### src/rtl/rgb_pkg.sv
// rgb_pkg: definitions shared by the RGB edit sequencer and its sub-blocks.
//   - Edit FSM state type (IDLE / EDIT / COMMIT_WAIT) and arbitrated action type.
//   - Channel select codes SEL_R / SEL_G / SEL_B.
//   - Button bit indices into the packed button vectors.
//   - Colour field bit ranges and per-field maxima (R=[7:5], G=[4:2], B=[1:0]).
//   - Helpers: saturating step of the selected field, and channel rotation.
package rgb_pkg;

  typedef enum logic [1:0] {
    IDLE        = 2'd0,
    EDIT        = 2'd1,
    COMMIT_WAIT = 2'd2
  } state_e;

  typedef enum logic [2:0] {
    ACT_NONE = 3'd0,
    ACT_C    = 3'd1,
    ACT_U    = 3'd2,
    ACT_D    = 3'd3,
    ACT_R    = 3'd4,
    ACT_L    = 3'd5
  } action_e;

  localparam logic [1:0] SEL_R = 2'd0;
  localparam logic [1:0] SEL_G = 2'd1;
  localparam logic [1:0] SEL_B = 2'd2;

  localparam int NUM_BTNS = 5;
  localparam int BTN_L    = 0;
  localparam int BTN_R    = 1;
  localparam int BTN_D    = 2;
  localparam int BTN_U    = 3;
  localparam int BTN_C    = 4;

  localparam int R_HI = 7;
  localparam int R_LO = 5;
  localparam int G_HI = 4;
  localparam int G_LO = 2;
  localparam int B_HI = 1;
  localparam int B_LO = 0;

  localparam logic [2:0] R_MAX = 3'd7;
  localparam logic [2:0] G_MAX = 3'd7;
  localparam logic [1:0] B_MAX = 2'd3;

  // Step the selected field by one in the requested direction, holding at
  // 0 and at the field maximum instead of wrapping.
  function automatic logic [7:0] stepChannel(input logic [7:0] rgb,
                                             input logic [1:0] sel,
                                             input logic       up);
    logic [7:0] res;
    res = rgb;
    case (sel)
      SEL_R: begin
        if (up) begin
          if (rgb[R_HI:R_LO] != R_MAX) res[R_HI:R_LO] = rgb[R_HI:R_LO] + 3'd1;
        end else if (rgb[R_HI:R_LO] != 3'd0) begin
          res[R_HI:R_LO] = rgb[R_HI:R_LO] - 3'd1;
        end
      end
      SEL_G: begin
        if (up) begin
          if (rgb[G_HI:G_LO] != G_MAX) res[G_HI:G_LO] = rgb[G_HI:G_LO] + 3'd1;
        end else if (rgb[G_HI:G_LO] != 3'd0) begin
          res[G_HI:G_LO] = rgb[G_HI:G_LO] - 3'd1;
        end
      end
      SEL_B: begin
        if (up) begin
          if (rgb[B_HI:B_LO] != B_MAX) res[B_HI:B_LO] = rgb[B_HI:B_LO] + 2'd1;
        end else if (rgb[B_HI:B_LO] != 2'd0) begin
          res[B_HI:B_LO] = rgb[B_HI:B_LO] - 2'd1;
        end
      end
      default: res = rgb;
    endcase
    return res;
  endfunction

  // Rotate the channel select: right goes R->G->B->R, left goes R->B->G->R.
  function automatic logic [1:0] nextSel(input logic [1:0] sel, input logic right);
    logic [1:0] res;
    case (sel)
      SEL_R:   res = right ? SEL_G : SEL_B;
      SEL_G:   res = right ? SEL_B : SEL_R;
      SEL_B:   res = right ? SEL_R : SEL_G;
      default: res = SEL_R;
    endcase
    return res;
  endfunction

endpackage

### src/rtl/btn_debounce.sv
// btn_debounce: 2-flop synchroniser plus stability counter for one push-button.
//   clk      in   system clock
//   rst_n    in   synchronous active-low reset (clears to released level)
//   btn_i    in   raw asynchronous button, active-high
//   level_o  out  debounced button level
//   press_o  out  one-cycle pulse on the debounced 0->1 transition
// The debounced level follows the synchronised level only after it has
// differed from it for DEBOUNCE_CYCLES consecutive cycles.
module btn_debounce #(
  parameter int DEBOUNCE_CYCLES = 500000
) (
  input  logic clk,
  input  logic rst_n,
  input  logic btn_i,
  output logic level_o,
  output logic press_o
);

  localparam int CNT_W = (DEBOUNCE_CYCLES > 1) ? $clog2(DEBOUNCE_CYCLES) : 1;
  localparam logic [CNT_W-1:0] CNT_LAST = CNT_W'(DEBOUNCE_CYCLES - 1);

  logic             sync1_q, sync2_q;
  logic             level_q, level_d;
  logic             press_q, press_d;
  logic [CNT_W-1:0] cnt_q, cnt_d;

  // Any cycle where the synchronised level agrees with the accepted level
  // restarts the count, so a short bounce or glitch never accumulates.
  always_comb begin
    cnt_d   = '0;
    level_d = level_q;
    press_d = 1'b0;
    if (sync2_q != level_q) begin
      if (cnt_q == CNT_LAST) begin
        level_d = sync2_q;
        press_d = sync2_q;
      end else begin
        cnt_d = cnt_q + 1'b1;
      end
    end
  end

  always_ff @(posedge clk) begin
    if (!rst_n) begin
      sync1_q <= 1'b0;
      sync2_q <= 1'b0;
      level_q <= 1'b0;
      press_q <= 1'b0;
      cnt_q   <= '0;
    end else begin
      sync1_q <= btn_i;
      sync2_q <= sync1_q;
      level_q <= level_d;
      press_q <= press_d;
      cnt_q   <= cnt_d;
    end
  end

  assign level_o = level_q;
  assign press_o = press_q;

endmodule

### src/rtl/rgb_edit_sequencer.sv
// rgb_edit_sequencer: button-driven editor for the 8-bit VGA colour.
//   clk             in   system clock
//   rst_n           in   synchronous active-low reset
//   B_U/B_D/B_L/B_R/B_C in raw push-buttons (up/down/left/right/centre)
//   frame_start     in   one-cycle pulse at start of vertical blanking
//   rgb_out         out  committed colour R=[7:5] G=[4:2] B=[1:0]
//   rgb_edit        out  colour currently being edited
//   sel             out  selected channel (0=R, 1=G, 2=B)
//   commit_pending  out  high while a commit waits for frame_start
// L/R rotate the channel, U/D step it with saturation, C requests a commit
// that lands on the next frame_start so the picture never changes mid-frame.
// Optional macro RGB_EDIT_AUTO_REPEAT_EN: holding U or D in EDIT produces an
// extra step every REPEAT_CYCLES.
module rgb_edit_sequencer
  import rgb_pkg::*;
#(
  parameter int         DEBOUNCE_CYCLES = 500000,
  parameter logic [7:0] RESET_RGB       = 8'h00,
  parameter int         REPEAT_CYCLES   = 25000000
) (
  input  logic       clk,
  input  logic       rst_n,
  input  logic       B_U,
  input  logic       B_D,
  input  logic       B_L,
  input  logic       B_R,
  input  logic       B_C,
  input  logic       frame_start,
  output logic [7:0] rgb_out,
  output logic [7:0] rgb_edit,
  output logic [1:0] sel,
  output logic       commit_pending
);

  logic [NUM_BTNS-1:0] btnRaw, btnLevel, btnPress;
  logic                stepUp, stepDn;
  action_e             act;

  state_e     state_q, state_d;
  logic [7:0] rgbEdit_q, rgbEdit_d;
  logic [7:0] rgbOut_q, rgbOut_d;
  logic [1:0] sel_q, sel_d;

  assign btnRaw = {B_C, B_U, B_D, B_R, B_L};

  for (genvar i = 0; i < NUM_BTNS; i++) begin : gBtn
    btn_debounce #(
      .DEBOUNCE_CYCLES(DEBOUNCE_CYCLES)
    ) uDebounce (
      .clk    (clk),
      .rst_n  (rst_n),
      .btn_i  (btnRaw[i]),
      .level_o(btnLevel[i]),
      .press_o(btnPress[i])
    );
  end

`ifdef RGB_EDIT_AUTO_REPEAT_EN
  localparam int RPT_W = (REPEAT_CYCLES > 1) ? $clog2(REPEAT_CYCLES) : 1;
  localparam logic [RPT_W-1:0] RPT_LAST = RPT_W'(REPEAT_CYCLES - 1);

  logic [RPT_W-1:0] rptCnt_q, rptCnt_d;
  logic [1:0]       udLevel_q;
  logic             rptFire;
  logic             unusedLevels;

  // One counter serves both U and D; any press, any change of the held U/D
  // levels, or leaving EDIT restarts the hold interval from zero.
  always_comb begin
    rptCnt_d = rptCnt_q;
    rptFire  = 1'b0;
    if ((|btnPress) || (udLevel_q != {btnLevel[BTN_U], btnLevel[BTN_D]}) ||
        (state_q != EDIT) || !(btnLevel[BTN_U] || btnLevel[BTN_D])) begin
      rptCnt_d = '0;
    end else if (rptCnt_q == RPT_LAST) begin
      rptFire  = 1'b1;
      rptCnt_d = '0;
    end else begin
      rptCnt_d = rptCnt_q + 1'b1;
    end
  end

  always_ff @(posedge clk) begin
    if (!rst_n) begin
      rptCnt_q  <= '0;
      udLevel_q <= 2'b00;
    end else begin
      rptCnt_q  <= rptCnt_d;
      udLevel_q <= {btnLevel[BTN_U], btnLevel[BTN_D]};
    end
  end

  // U wins when both are held, matching the press priority.
  assign stepUp       = btnPress[BTN_U] | (rptFire & btnLevel[BTN_U]);
  assign stepDn       = btnPress[BTN_D] | (rptFire & ~btnLevel[BTN_U] & btnLevel[BTN_D]);
  assign unusedLevels = ^{btnLevel[BTN_C], btnLevel[BTN_R], btnLevel[BTN_L]};
`else
  logic unusedCfg;

  assign stepUp    = btnPress[BTN_U];
  assign stepDn    = btnPress[BTN_D];
  assign unusedCfg = (^btnLevel) ^ (REPEAT_CYCLES == 0);
`endif

  // Only one action per cycle; lower-priority pulses are simply dropped.
  always_comb begin
    act = ACT_NONE;
    if (btnPress[BTN_C])      act = ACT_C;
    else if (stepUp)          act = ACT_U;
    else if (stepDn)          act = ACT_D;
    else if (btnPress[BTN_R]) act = ACT_R;
    else if (btnPress[BTN_L]) act = ACT_L;
  end

  // Edit FSM. A frame_start arriving in the same cycle as the C pulse is
  // seen while still in EDIT, so it cannot commit; the next one does.
  always_comb begin
    state_d   = state_q;
    rgbEdit_d = rgbEdit_q;
    rgbOut_d  = rgbOut_q;
    sel_d     = sel_q;
    case (state_q)
      IDLE, EDIT: begin
        case (act)
          ACT_C: begin
            if (state_q == EDIT) state_d = COMMIT_WAIT;
          end
          ACT_U: begin
            rgbEdit_d = stepChannel(rgbEdit_q, sel_q, 1'b1);
            state_d   = EDIT;
          end
          ACT_D: begin
            rgbEdit_d = stepChannel(rgbEdit_q, sel_q, 1'b0);
            state_d   = EDIT;
          end
          ACT_R: begin
            sel_d   = nextSel(sel_q, 1'b1);
            state_d = EDIT;
          end
          ACT_L: begin
            sel_d   = nextSel(sel_q, 1'b0);
            state_d = EDIT;
          end
          default: ;
        endcase
      end
      COMMIT_WAIT: begin
        if (frame_start) begin
          rgbOut_d = rgbEdit_q;
          state_d  = IDLE;
        end
      end
      default: state_d = IDLE;
    endcase
  end

  always_ff @(posedge clk) begin
    if (!rst_n) begin
      state_q   <= IDLE;
      rgbEdit_q <= RESET_RGB;
      rgbOut_q  <= RESET_RGB;
      sel_q     <= SEL_R;
    end else begin
      state_q   <= state_d;
      rgbEdit_q <= rgbEdit_d;
      rgbOut_q  <= rgbOut_d;
      sel_q     <= sel_d;
    end
  end

  assign rgb_out        = rgbOut_q;
  assign rgb_edit       = rgbEdit_q;
  assign sel            = sel_q;
  assign commit_pending = (state_q == COMMIT_WAIT);

endmodule

### config.mk
export PLATFORM = sky130hd
export DESIGN_NAME = rgb_edit_sequencer
export DESIGN_NICKNAME = d
export VERILOG_FILES = /design/src/rtl/rgb_pkg.sv /design/src/rtl/btn_debounce.sv /design/src/rtl/rgb_edit_sequencer.sv
export SDC_FILE = /design/constraint.sdc
export NUM_CORES = 1
export LEC_CHECK = 0
export BUFFER_PORTS_ARGS = -buffer_cell sky130_fd_sc_hd__buf_2
export CAP_MARGIN = 0
export CORE_MARGIN = 3
export CORE_UTILIZATION = 65
export DETAILED_ROUTE_END_ITERATION = 16
export PLACE_DENSITY = 0.95
export SKIP_LAST_GASP = 1
export SYNTH_ARGS = -nofsm -noshare
export SYNTH_HDL_FRONTEND = slang
export SYNTH_SLANG_ARGS = --single-unit
export TNS_END_PERCENT = 1
### constraint.sdc
create_clock -name clk -period 4.2 [get_ports clk]
set_clock_uncertainty 0.1 [all_clocks]
set_input_delay 0.21 -clock clk [delete_from_list [all_inputs] [get_ports clk]]
set_output_delay 0.21 -clock clk [all_outputs]
set_load 0.03 [all_outputs]
## After elaboration in Yosys (flattened, before gate mapping)

Cells that the tools add are included.

| cells by class | value |
|---|---|
| add/sub/neg operators | 11 |
| equality and inequality tests | 37 |
| reduce and logical (&&, ||, !) cells | 30 |
| multiplexer cells | 25 |
| bitwise gates (word level) | 6 |

Operators with widths:

| kind | number |
|---|---|
| 19-bit by 1-bit adder with 19-bit output (second input constant) | 5 |
| 19-bit == test (second input constant) | 5 |
| 3-bit two-way mux | 13 |
| 2-bit inequality test (second input constant) | 14 |
| 2-bit one-hot mux with 2 select lines | 5 |
| 3-bit AND reduction | 6 |
| 6-bit AND reduction | 3 |
| 8-bit one-hot mux with 2 select lines | 1 |
| 3-bit OR reduction | 5 |
| 2-bit AND reduction | 7 |
| 2-bit two-way mux | 6 |
| 3-bit inequality test (second input constant) | 3 |
| 3-bit by 1-bit adder with 3-bit output (second input constant) | 2 |
| 3-bit by 2-bit == test with 1-bit output (second input constant) | 2 |
| 3-bit == test (second input constant) | 2 |
| 1-bit inverter | 6 |
| 2-bit nonzero test | 3 |
| 3-bit nonzero test | 2 |
| 3-bit by 1-bit subtractor with 3-bit output (second input constant) | 2 |
| 1-bit inequality test | 5 |
| 2-bit by 1-bit == test with 1-bit output (second input constant) | 2 |
| 2-bit == test (second input constant) | 2 |
| 2-bit zero test | 2 |
| 4-bit OR reduction | 1 |
| other kinds (5) | 5 |

| word-level totals | value |
|---|---|
| register bits | 135 |

## Longest topological paths before layout

| logic depth | value |
|---|---|
| depth in word-level cells | 9 |
| depth in mapped cells | 7 |

## Modules after synthesis

Synthesis repeated with hierarchy kept, for this count alone.

| second synthesis, totals | value |
|---|---|
| cell total of the unflattened synthesis | 684 |
| area, all modules | 6364.9 sq um |

By module, submodules not included:

| module | cells each | area each (sq um) | instances |
|---|---|---|---|
| btn_debounce | 111 | 1061.0 | 5 |
| rgb_edit_sequencer | 129 | 1059.8 | 1 |

## Worst setup path after synthesis

OpenSTA, ideal clock, no wires.

| timing | value |
|---|---|
| kind | register to register |
| start point | register gBtn[3].uDebounce.cnt_q[11] |
| end point | register gBtn[3].uDebounce.cnt_q[12] |
| library setup time | 0.115 ns |
| slack | 2.095 ns |
| arrival | 1.891 ns |
| required time | 3.985 ns |
| cell stages (with the launch flop) | 6 |
| path through | dfxtp_1 or4b_1 or4_4 o211ai_4 buf_6 nor2_1 |

| between the ends | value |
|---|---|
| longest elaborated chain between the ends | 2 |

RTL lines:

| item | RTL line | text |
|---|---|---|
| from (decl) | btn_debounce.sv:25 | `logic [CNT_W-1:0] cnt_q, cnt_d;` |
| from (signal assigned) | btn_debounce.sv:55 | `cnt_q <= cnt_d;` |
| branches (longest 2 deep; another with 19-bit by 1-bit adder with 19-bit output) | -- |  |

Several ways; the timed one is not identified.
A chain may end at the register's enable or synchronous reset.

## Worst setup path in the final report

| timing | value |
|---|---|
| start point | register gBtn[2].uDebounce.cnt_q[3] |
| end point | register gBtn[2].uDebounce.cnt_q[3] |

| between the ends | value |
|---|---|
| longest elaborated chain between the ends | 2 |

RTL lines:

| item | RTL line |
|---|---|
| from (decl) | btn_debounce.sv:25 |
| from (signal assigned) | btn_debounce.sv:55 |
| branches (longest 2 deep; another with 19-bit by 1-bit adder with 19-bit output) | -- |

Several ways; the timed one is not identified.

==> results.md <==
- Initial Util: between 60 and 70%
- CTS root buffer: clkbuf_8
- CP Launch Type: flop
- Worst EP required: 4460 ps
- Drt pass-1 iters: 7
- Cell taking the most area after synthesis: dfxtp_1
- Synth Flop Type: dfxtp_1
- Die span in x: between 100 and 150 µm
- Min setup slack post-route: 1530 ps
- Vias in the first global route: between 5,000 and 6,000
- Register bit count reported by yosys: approximately 140
- Total core area: ~8800 µm²
- Main combinational cell family by area after synthesis: simple AND/OR/NAND/NOR gates
- Mapped Cells: 680
- Fin. Hold Viols: 0
- Antenna-violating nets left: 0
- Post-synth EDFFs: 0
- Grt peak-use layer: met2
- Die height: a little over 100 µm
- Rel. slew slack: ~18%
- Hpwl dp: about 8.4 mm
- Grt met1 use: a little under a third
- Synth Area in Compound Gates: 10.0%
- FF+latch area: about 2700 µm²
- Max-cap check violation count: 0
- Distinct cells, synth: 46
- Post-synth ARST share: 0%
- CTS Buf Count: 17
- Worst Path Arrival: 2930 ps
- Commonest cells in the synthesized netlist: 135 x dfxtp_1, 77 x nor2_1, 49 x nand2_1
- XOR/XNOR Fraction of Synth Area: 9.87%
- Crit path time final: ~2700 ps
- Crit share post-route: between 60% and 70%
- Layout cells sized above 1: 9.79%
- Status: completed
- Vias: about 5,300
- Clk buf depth: 2
- CP max FO: 17
- Ys Warns: 0
- Post-CTS Hold Buffers: 6
- Critical Setup Path Class: reg2reg
- GRT overflow: 0
- Gates resized, CTS repair: 0
- Total negative slack: 0 ps
- Power density over the cells: about 440 nW/µm²
- Synth-to-Final Area Change: 15.5%
- Post-route DRC violation count: 0
- Antenna Cells: 0
- Number of H-tree levels: 4
- Number of DRC markers in iteration 0: ~350
- Routed WL: roughly 14 mm
- Footprint of the multi-input gates: 3090 µm²
- NumNets Final: slightly above 700
- Max-slew violation count: 0
- Leak: around 2.2 nW
- Unrepaired setup endpoints after global routing: false
- VDD IR-drop max: approximately 0.30 mV
- Largest net degree at the start of global routing: 26
- Adder-cell area share of the yosys netlist: about 1.7%
- Buffers added on ports: 26
- Ranking of synthesized cells by area: dfxtp_1 45%, xor2_1 5.2%, nor2_1 4.9%
- Synth top area share: 45.5%
- Max frequency: 374 MHz
- Syn_area_per_cell: slightly below 9 µm²
- Initial antenna violation count: 0
- Die area: ~10,000 µm²
- Tot GR Track Use: approximately 28%
- Multiplexer share of the synthesized area: 0%
- Final count of negative-setup-slack endpoints: 0
- Hold crit path type: in2reg
- Place WS: around 1700 ps
- Synthesized cell area: a little under 6000 µm²
- DR vias/cell: between 6 and 7
- Worst-Skew Late Latency: between 500 and 600 ps
- Routed len/inst: around 17 µm
- Sequential area share after synthesis: 45.5%
- Filler cells: about 500
- Worst-path clk slew: approximately 60 ps
- Post-CTS setup repair buffer count: 0
- Sink Count: 135
- I/O pins: 27
- Met3 usage: about 6.8%
- Rows: 34
- RePlAce Congestion: 0.867
- CTS tree: yes
- Fraction of the mapped netlist area in simple logic gates: a little under a third
- Global-route wire length before repair: 22.9 mm
- Worst-Margin Slew: approximately 1200 ps
- Synth Net Count: around 700
- CP endpoint kind: flop
- M2 GR Usage: 49.1%
- Most frequent cell after synthesis: dfxtp_1
- PnR Total Power: about 3 mW
==> final cells by class <==
cell class / instances / share of cell area, %
multi-input cells: 507 / 45.0
well taps: 108 / 1.97
repair buffers: 32 / 2.77
clock buffers: 21 / 6.69
inverters: 19 / 1.04
clock inverters: 11 / 3.19
flip-flops and latches: 135 / 39.4
==> metrics by stage <==
stage | hold slack, ps | utilization [%] | area, µm² | std cells
3_5_place_dp | 318 | 69.6 | 6130 | 795
4_1_cts | 56.4 | 78.0 | 6870 | 833
3_3_place_gp | 315 | 69.6 | 6130 | 795
6_report | 77.9 | 78.0 | 6870 | 833
2_1_floorplan | 237 | - | 5940 | 680
5_1_grt | 95.2 | 78.0 | 6870 | 833
==> sequential cells by signal (all words and copies together), names as in the netlist <==
signal	flops
gBtn.uDebounce.press_o	5
sel	2
rgb_out	8
gBtn.uDebounce.sync1_q	5
rgb_edit	8
state_q	2
gBtn.uDebounce.level_o	5
gBtn.uDebounce.sync2_q	5
gBtn.uDebounce.cnt_q	95
==> logic make-up (layout without fill, tap and decap cells) <==
| group | count (synthesis) | count (layout) |
|---|---|---|
| xor gates and xnor gates | 67 | 67 |
| adders and majority gates | 7 | 7 |
| buffers and inverters | 38 | 83 |
| DFF | 135 | 135 |
| and+or+nand+nor | 336 | 336 |
| AOI/OAI and AO/OA | 97 | 97 |
==> final timing paths <==
path	end	start	slack [ps]	cells past startpoint
max	gBtn[2].uDebounce.cnt_q[3]	gBtn[2].uDebounce.cnt_q[3]	1530	4
max reg2reg	gBtn[2].uDebounce.cnt_q[3]	gBtn[2].uDebounce.cnt_q[3]	1530	4
min	state_q[0]	rst_n	80	3
min reg2reg	gBtn[2].uDebounce.sync2_q	gBtn[2].uDebounce.sync1_q	330	1
==> critical path: stages, from the launching register on <==
cell and delay (ps):
dfxtp_1 450, nand2_1 180, or4b_2 650, o21ai_1 970, nor2_1 160
==> per-layer routing <==
layer  vias up  part of all wire (%)
li1       2516                     -
met2       216                    52
met4         0                   4.1
met3        64                   5.2
met5         -                     0
met1      2512                    39
==> power breakdown <==
group	switching, mW	internal, mW	total [mW]
Sequential	0.00396	1.29	1.29
Combinational	0.0222	0.0115	0.0337
Clock	0.556	1.13	1.69
Total	0.582	2.43	3.01
==> layout by cell type, fill, tap and decap left out, types with 2 or more instances in the layout <==
master         instances
dfxtp_1              135
nor2_1                77
nand2_1               49
a21oi_1               46
nand3_1               45
xor2_1                35
xnor2_1               32
nand4_1               30
buf_2                 26
o21ai_0               24
or3_1                 20
inv_1                 19
nor4_1                18
and2_1                17
clkbuf_16             16
nor3_1                14
and3_1                13
or4_1                 13
and4_1                10
o31ai_1                9
nor4b_1                9
or2_2                  6
bufinv_16              6
dlygate4sd3_1          6
ha_1                   5
a311oi_1               4
clkbuf_8               4
nor3b_1                3
nor2b_1                3
o211ai_2               3
clkinv_4               3
or4b_1                 2
o211a_1                2
a31oi_1                2
nand2b_1               2
fa_1                   2
Power figures use the tool's default switching activity.
